==> src/rtl/uart_word_loader.sv <==
// uart_word_loader: packs UART bytes into little-endian words
// and fills a program memory, in free-running or framed mode.
module uart_word_loader #(
  parameter int WORDS      = 24,
  parameter int WORD_BYTES = 2,
  parameter int FRAMED     = 0,
  parameter int ADDR_BITS  = $clog2(WORDS),
  parameter int CNT_BITS   = $clog2(WORDS + 1)
) (
  input  logic                    clk,
  input  logic                    reset,
  input  logic [7:0]              rx_data_i,
  input  logic                    rx_ready_i,
  output logic                    rx_ack_o,
  output logic                    mem_we_o,
  output logic [ADDR_BITS-1:0]    mem_addr_o,
  output logic [8*WORD_BYTES-1:0] mem_data_o,
  output logic                    busy_o,
  output logic                    done_o,
  output logic                    error_o,
  output logic [CNT_BITS-1:0]     words_loaded_o
);

  localparam int LANE_BITS = (WORD_BYTES > 1) ? $clog2(WORD_BYTES) : 1;
  localparam int DW        = 8 * WORD_BYTES;

  typedef enum logic [2:0] {
    S_LEN,
    S_DATA,
    S_CSUM,
    S_DONE,
    S_ERR
  } state_t;

  state_t                 state;
  state_t                 state_next;
  logic [LANE_BITS-1:0]   lane;
  logic [DW-1:0]          word_buf;
  logic [DW-1:0]          word_next;
  logic [7:0]             len;
  logic [7:0]             csum;
  logic [7:0]             fcnt;
  logic                   done_q;
  logic                   accept;
  logic                   data_en;
  logic                   last_lane;
  logic                   wr_fire;
  logic [ADDR_BITS-1:0]   addr_inc;
  logic [ADDR_BITS-1:0]   waddr;

  assign accept    = rx_ready_i && rx_ack_o;
  assign data_en   = accept && (FRAMED == 0 || state == S_DATA);
  assign last_lane = (lane == LANE_BITS'(WORD_BYTES - 1));
  assign wr_fire   = data_en && last_lane;
  assign addr_inc  = (mem_addr_o == ADDR_BITS'(WORDS - 1)) ?
                     '0 : mem_addr_o + 1'b1;
  // The address of the next write already accounts for a write
  // in flight this cycle, so back-to-back writes stay in order.
  assign waddr     = mem_we_o ? addr_inc : mem_addr_o;

  assign rx_ack_o = (FRAMED == 0) ||
                    (state inside {S_LEN, S_DATA, S_CSUM});
  assign busy_o   = (lane != '0) ||
                    (FRAMED != 0 && state inside {S_DATA, S_CSUM});
  assign done_o   = (FRAMED != 0) ? (state == S_DONE) : done_q;
  assign error_o  = (FRAMED != 0) && (state == S_ERR);

  // Merge the incoming byte into its lane of the word being built.
  always_comb begin
    word_next = word_buf;
    word_next[8*int'(lane) +: 8] = rx_data_i;
  end

  // Frame sequencing: length header, payload words, checksum byte.
  always_comb begin
    state_next = state;
    if (FRAMED != 0) begin
      unique case (state)
        S_LEN: begin
          if (accept) begin
            if (rx_data_i == 8'd0 || 32'(rx_data_i) > 32'(WORDS))
              state_next = S_ERR;
            else
              state_next = S_DATA;
          end
        end
        S_DATA: begin
          if (wr_fire && (fcnt + 8'd1 == len))
            state_next = S_CSUM;
        end
        S_CSUM: begin
          if (accept) begin
            if (8'(csum + rx_data_i) == 8'd0)
              state_next = S_DONE;
            else
              state_next = S_ERR;
          end
        end
        default: state_next = state;
      endcase
    end
  end

  // State, word assembly, write port and counters.
  always_ff @(posedge clk) begin
    if (reset) begin
      state          <= S_LEN;
      lane           <= '0;
      word_buf       <= '0;
      len            <= '0;
      csum           <= '0;
      fcnt           <= '0;
      done_q         <= 1'b0;
      mem_we_o       <= 1'b0;
      mem_addr_o     <= '0;
      mem_data_o     <= '0;
      words_loaded_o <= '0;
    end else begin
      state      <= state_next;
      mem_we_o   <= wr_fire;
      mem_addr_o <= waddr;
      done_q     <= (FRAMED == 0) && wr_fire &&
                    (waddr == ADDR_BITS'(WORDS - 1));
      if (data_en) begin
        csum <= csum + rx_data_i;
        if (last_lane) begin
          lane       <= '0;
          mem_data_o <= word_next;
          fcnt       <= fcnt + 8'd1;
          if (words_loaded_o != CNT_BITS'(WORDS))
            words_loaded_o <= words_loaded_o + 1'b1;
        end else begin
          lane     <= lane + 1'b1;
          word_buf <= word_next;
        end
      end
      if (FRAMED != 0 && state == S_LEN && accept) begin
        len  <= rx_data_i;
        csum <= rx_data_i;
        fcnt <= '0;
      end
    end
  end

endmodule
==> config.mk <==
export PLATFORM = sky130hd
export DESIGN_NAME = uart_word_loader
export DESIGN_NICKNAME = d
export VERILOG_FILES = /design/src/rtl/uart_word_loader.sv
export SDC_FILE = /design/constraint.sdc
export NUM_CORES = 1
export LEC_CHECK = 0
export CORE_MARGIN = 4
export CORE_UTILIZATION = 50
export DETAILED_ROUTE_END_ITERATION = 10
export DONT_BUFFER_PORTS = 1
export GPL_TIMING_DRIVEN = 0
export MAX_ROUTING_LAYER = met4
export PLACE_DENSITY = 0.64
export REMOVE_ABC_BUFFERS = 1
export SLEW_MARGIN = 40
export SYNTH_ARGS = -nofsm -noshare
export SYNTH_HDL_FRONTEND = slang
export SYNTH_SLANG_ARGS = --single-unit
==> constraint.sdc <==
create_clock -name clk -period 2.85 [get_ports clk]
set_clock_uncertainty 0.2 [all_clocks]
set_input_delay 0.1425 -clock clk [delete_from_list [all_inputs] [get_ports clk]]
set_output_delay 0.1425 -clock clk [all_outputs]
set_load 0.02 [all_outputs]
---- After elaboration in Yosys (flattened, before gate mapping) ----
Cells that the tools add are included.
Widths: inputs -> output; s select.
storage, ports and cells
  register bits after elaboration ......... 45
  input bits .............................. 11
  output and inout bits ................... 31
  logic and storage cells ................. 26
cells by class
  add/subtract/negate cells ............... 4
  equality and inequality tests ........... 3
  shift operators ......................... 2
  muxes and demuxes ....................... 4
  bitwise logic cells ..................... 1
  reduce and logical (&&, ||, !) cells .... 5
operators by type and width
  operator                 number
  $neg 4->33               1
  $shift 8x33->16 const A  1
  $shiftx 8x33->16         1
  $bwmux 16                1
  $add 5x1->5 const B      2
  $eq 5x5->1 const B       2
  $mux 5                   2
  $ne 5x5->1 const B       1
  $reduce_and 2->1         2
  $reduce_and 3->1         1
  $logic_and 1x1->1        2
  $add 1x1->1 const B      1
  $mux 1                   1
  $not 1->1                1

---- Longest topological paths before layout ----
  word-level depth ........................ 5
  depth in mapped cells ................... 5
  gate-level depth less buffers ........... 5

---- Least setup slack after synthesis ----
Ideal clock, no wire load.
  path type ............................... register to register
  start ................................... register words_loaded_o[0]
  end ..................................... register words_loaded_o[2]
  setup time .............................. 0.070 ns
  arrival ................................. 1.466 ns
  required time ........................... 2.580 ns
  setup slack ............................. 1.114 ns
  stages on the path, launching flop included .. 6
  buffers on the path ..................... 0
  clock period less this slack ............ 1.736 ns
  path through ............................ dfxtp_1 -> inv_1 -> ha_1 -> and4b_1 -> or4_1 -> a21oi_1
between the ends
  word-level cells in the longest chain between the ends .. 2
  elaborated cells on any way between the ends .. 3
  those cells by class .................... 1 x add/sub; 1 x eq/ne; 1 x reduce/logical
RTL lines
  element                                              RTL line  source
  start: declaration                                   21        output logic [CNT_BITS-1:0] words_loaded_o
  start signal: assignment                             131       words_loaded_o <= words_loaded_o + 1'b1;
  branches (longest 2 deep; another with $add 5x1->5)  --
Parallel ways; which one is timed is not known.
A chain may end at the register's enable or synchronous reset.

---- Worst setup path in the final report ----
  start ................................... register lane (netlist: busy_o)
  end ..................................... register word_buf[0]
between the ends
  word-level cells in the longest chain between the ends .. 3
  elaborated cells on any way between the ends .. 6
  those cells by class .................... 1 x add/sub; 2 x shift; 1 x mux; 1 x bitwise; 1 x reduce/logical
RTL lines
  element                                                     RTL line  source
  start: declaration                                          37        logic [LANE_BITS-1:0] lane;
  start signal: assignment                                    133       lane <= lane + 1'b1;
  $neg 4->33                                                  71        word_next[8*int'(lane) +: 8] = rx_data_i;
  $shiftx 8x33->16 / $shift 8x33->16 (equally long branches)  71
  $bwmux 16                                                   71
  end signal: assignment                                      134       word_buf <= word_next;
  end: declaration                                            38        logic [DW-1:0] word_buf;
Several ways; a longest one is shown, not always the timed one.

==> flow_summary.json <==
{
  "post-route-period-util": 0.768,
  "path_class": "reg2reg",
  "yosysTopAreaCellShare": 0.492,
  "critPathLaunchType": "flip-flop",
  "path_clk_slew_ps": 120,
  "synth.largest_area_cell": "dfxtp_1",
  "setup_violations": 0,
  "avgRoutedWirePerCell_um": 14.5,
  "wl_um": 3190,
  "synth_edf_count": 0,
  "cap_violations": 0,
  "hold_end": "busy_o",
  "ys_ff_latch": 37,
  "power_mw": 1.00,
  "dp.cells": 200,
  "die_w_um": 62.9,
  "period_needed_ps": 2190,
  "hp-start": "rx_ready_i",
  "leakage_nw": 0.594,
  "required_ps": 2940,
  "hold_buffers": 12,
  "ys_async_sr_fraction": 0,
  "slew_viol_final": 0,
  "hold_viol": 0,
  "clock_path_buffers": 2,
  "hold_depth": 2,
  "syn-cell-area_um2": 1510,
  "fillers": 273,
  "status": "finished clean",
  "drive_above_1_share": 0.0582,
  "postLayoutCellArea_um2": 1690,
  "antenna_found_initial": 0,
  "r2r_slack_ps": 660,
  "internal-power_mw": 0.767,
  "avgSynthCellArea_um2": 8.19,
  "maxSlewHeadroom": 0.519,
  "cts.sinks": 37,
  "ys_top_cells_by_count": "52 x nand2_1, 37 x dfxtp_1, 32 x a21oi_1",
  "cts_buffers": 5,
  "start_util": 0.533,
  "crit-reg2reg-launch": "busy_o",
  "synth_cell_type_count": 29,
  "die_h_um": 62.9,
  "rsz0062_at_grt": "false",
  "drc": 0,
  "cts_resized": 0,
  "net-switching-power_mw": 0.237,
  "fin_cells": 220,
  "grt_first_pass_wirelength_um": 5460,
  "clk_latency_ps": 340,
  "combPwrFrac": 0.066,
  "netlist_instances": 184,
  "htree_levels": 2,
  "post_cts_buffers": 0,
  "critPathMaxFanout": 8,
  "reg2regPathDepth": 4,
  "ioPinCount": 42,
  "final_antenna_net_count": 0,
  "worst_pin_slew_ps": 722,
  "regToRegEndpoint": "word_buf[0]",
  "num_vias": 1198,
  "groute.usage.overall": 0.177,
  "yosys_warnings": 0,
  "place.gp.congestion": 0.754,
  "p_per_area_nw_per_um2": 596,
  "drt_iter0_markers": 89,
  "rows": 19,
  "hpwl_um": 2010,
  "grt.overflow.total": 0,
  "firstDrtPassIters": 4,
  "yosysMostFrequentCell": "nand2_1",
  "core_um2": 2830,
  "tns_ps": 0,
  "max_freq_mhz": 457,
  "fin_nets": 202,
  "hp-class": "in2reg",
  "fin_util": 0.596,
  "dieArea_um2": 3960,
  "grt_pass1_vias": 1162,
  "worstPathArrival_ps": 2280,
  "area_delta_synth_final_pct": 11.9,
  "dpl-instance-area_um2": 1470,
  "cts_root_buf": "clkbuf_4",
  "synthTopCellsByArea": "dfxtp_1 49%, nand2_1 13%, a21oi_1 11%",
  "p_seq_frac": 0.553,
  "netSwitchingFraction": 0.236,
  "ys_seq_area_frac": 0.492,
  "io_buffers": 0,
  "ys.flop_type": "dfxtp_1",
  "endpoint_kind": "flip-flop",
  "cts_tree": "done",
  "crit_start": "busy_o",
  "grt_max_degree": 38,
  "routed_via_density": 5.45,
  "clkPwrFrac": 0.381,
  "antenna_cells": 0,
  "ir_worst_vdd_mv": 0.412
}
-- layer usage --
layer,vias to the layer above,part of all wire,global-route usage
met1,538,0.44,0.201
met4,0,0.013,0.0579
met3,5,0.064,0.0594
met2,41,0.48,0.292
li1,614,-,-
met5,-,0,-
-- placed cells by master, fill, tap and decap left out, drive strengths merged --
cell type    netlist  final
nand2             52     52
dfxtp             37     37
a21oi             32     32
dlygate4sd3        0     11
clkbuf             8      6
nand3              5      5
o21ai              5      5
nor2b              4      4
nor2               4      4
inv                3      3
nand4b             3      3
nand2b             3      3
ha                 3      3
or3                2      2
and4b              2      2
mux2i              2      2
conb               2      2
and2               1      1
or4                1      1
nand4              1      1
mux2               1      1
or3b               1      1
nand3b             1      1
o211a              1      1
a31oi              1      1
nor4b              1      1
xor2               1      1
bufinv             0      1
clkinvlp           0      1
buf                7      1
-- state kept, by name, summed over array words and instances (netlist names) --
signal and flops:
busy_o 1, done_o 1, mem_addr_o 5, mem_data_o 16, mem_we_o 1, word_buf 8, words_loaded_o 5
-- worst max path at each step --
stage,endpoint,slack (ps),cells after the start
floorplan,words_loaded_o[2],1060,3
global placement,words_loaded_o[2],750,3
detailed placement,words_loaded_o[2],740,3
CTS,words_loaded_o[2],710,3
global route,words_loaded_o[2],570,3
finish,word_buf[0],660,4
-- critical path, cell delays in order, from the launching register on --
cell and delay (ps):
dfxtp_1 460, nor2b_1 590, nand2_1 150, a21oi_1 190, dlygate4sd3_1 560
-- layout make-up --
class | count | area [um^2] | area share
multi-input combinational | 129 | 676 | 0.401
clock buffer | 6 | 51.3 | 0.0304
sequential | 37 | 741 | 0.439
clock inverter | 2 | 37.5 | 0.0223
tap | 31 | 38.8 | 0.0230
timing repair buffer | 12 | 130 | 0.0772
inverter | 3 | 11.3 | 0.00668
-- power by group through the flow --
stage | combinational, mW | sequential (mW) | clock (mW)
4_1_cts | 0.0654 | 0.556 | 0.391
2_1_floorplan | 0.0322 | 0.564 | 0
3_5_place_dp | 0.0411 | 0.568 | 0
3_3_place_gp | 0.0391 | 0.567 | 0
5_1_grt | 0.0759 | 0.558 | 0.413
6_report | 0.0661 | 0.555 | 0.382
-- per-stage QoR --
stage	hold slack, ps	worst slack (ps)
6_report	30.3	661
5_1_grt	77.0	566
4_1_cts	30.7	707
3_5_place_dp	15.9	737
3_3_place_gp	15.5	755
2_1_floorplan	11.6	1060
-- kinds of logic (layout without fill, tap and decap cells) --
kind of cell               count (synthesis)  after routing  synth area share
and+or+nand+nor                           81             81             0.258
DFF                                       37             37             0.492
xor gates and xnor gates                   1              1           0.00582
adders and majority gates                  3              3            0.0249
other                                      2              2           0.00499
muxes                                      3              3            0.0208
AOI/OAI and AO/OA                         39             39             0.134
buffers and inverters                     18             23            0.0598
Note: power is estimated with default switching activity, not from simulation.
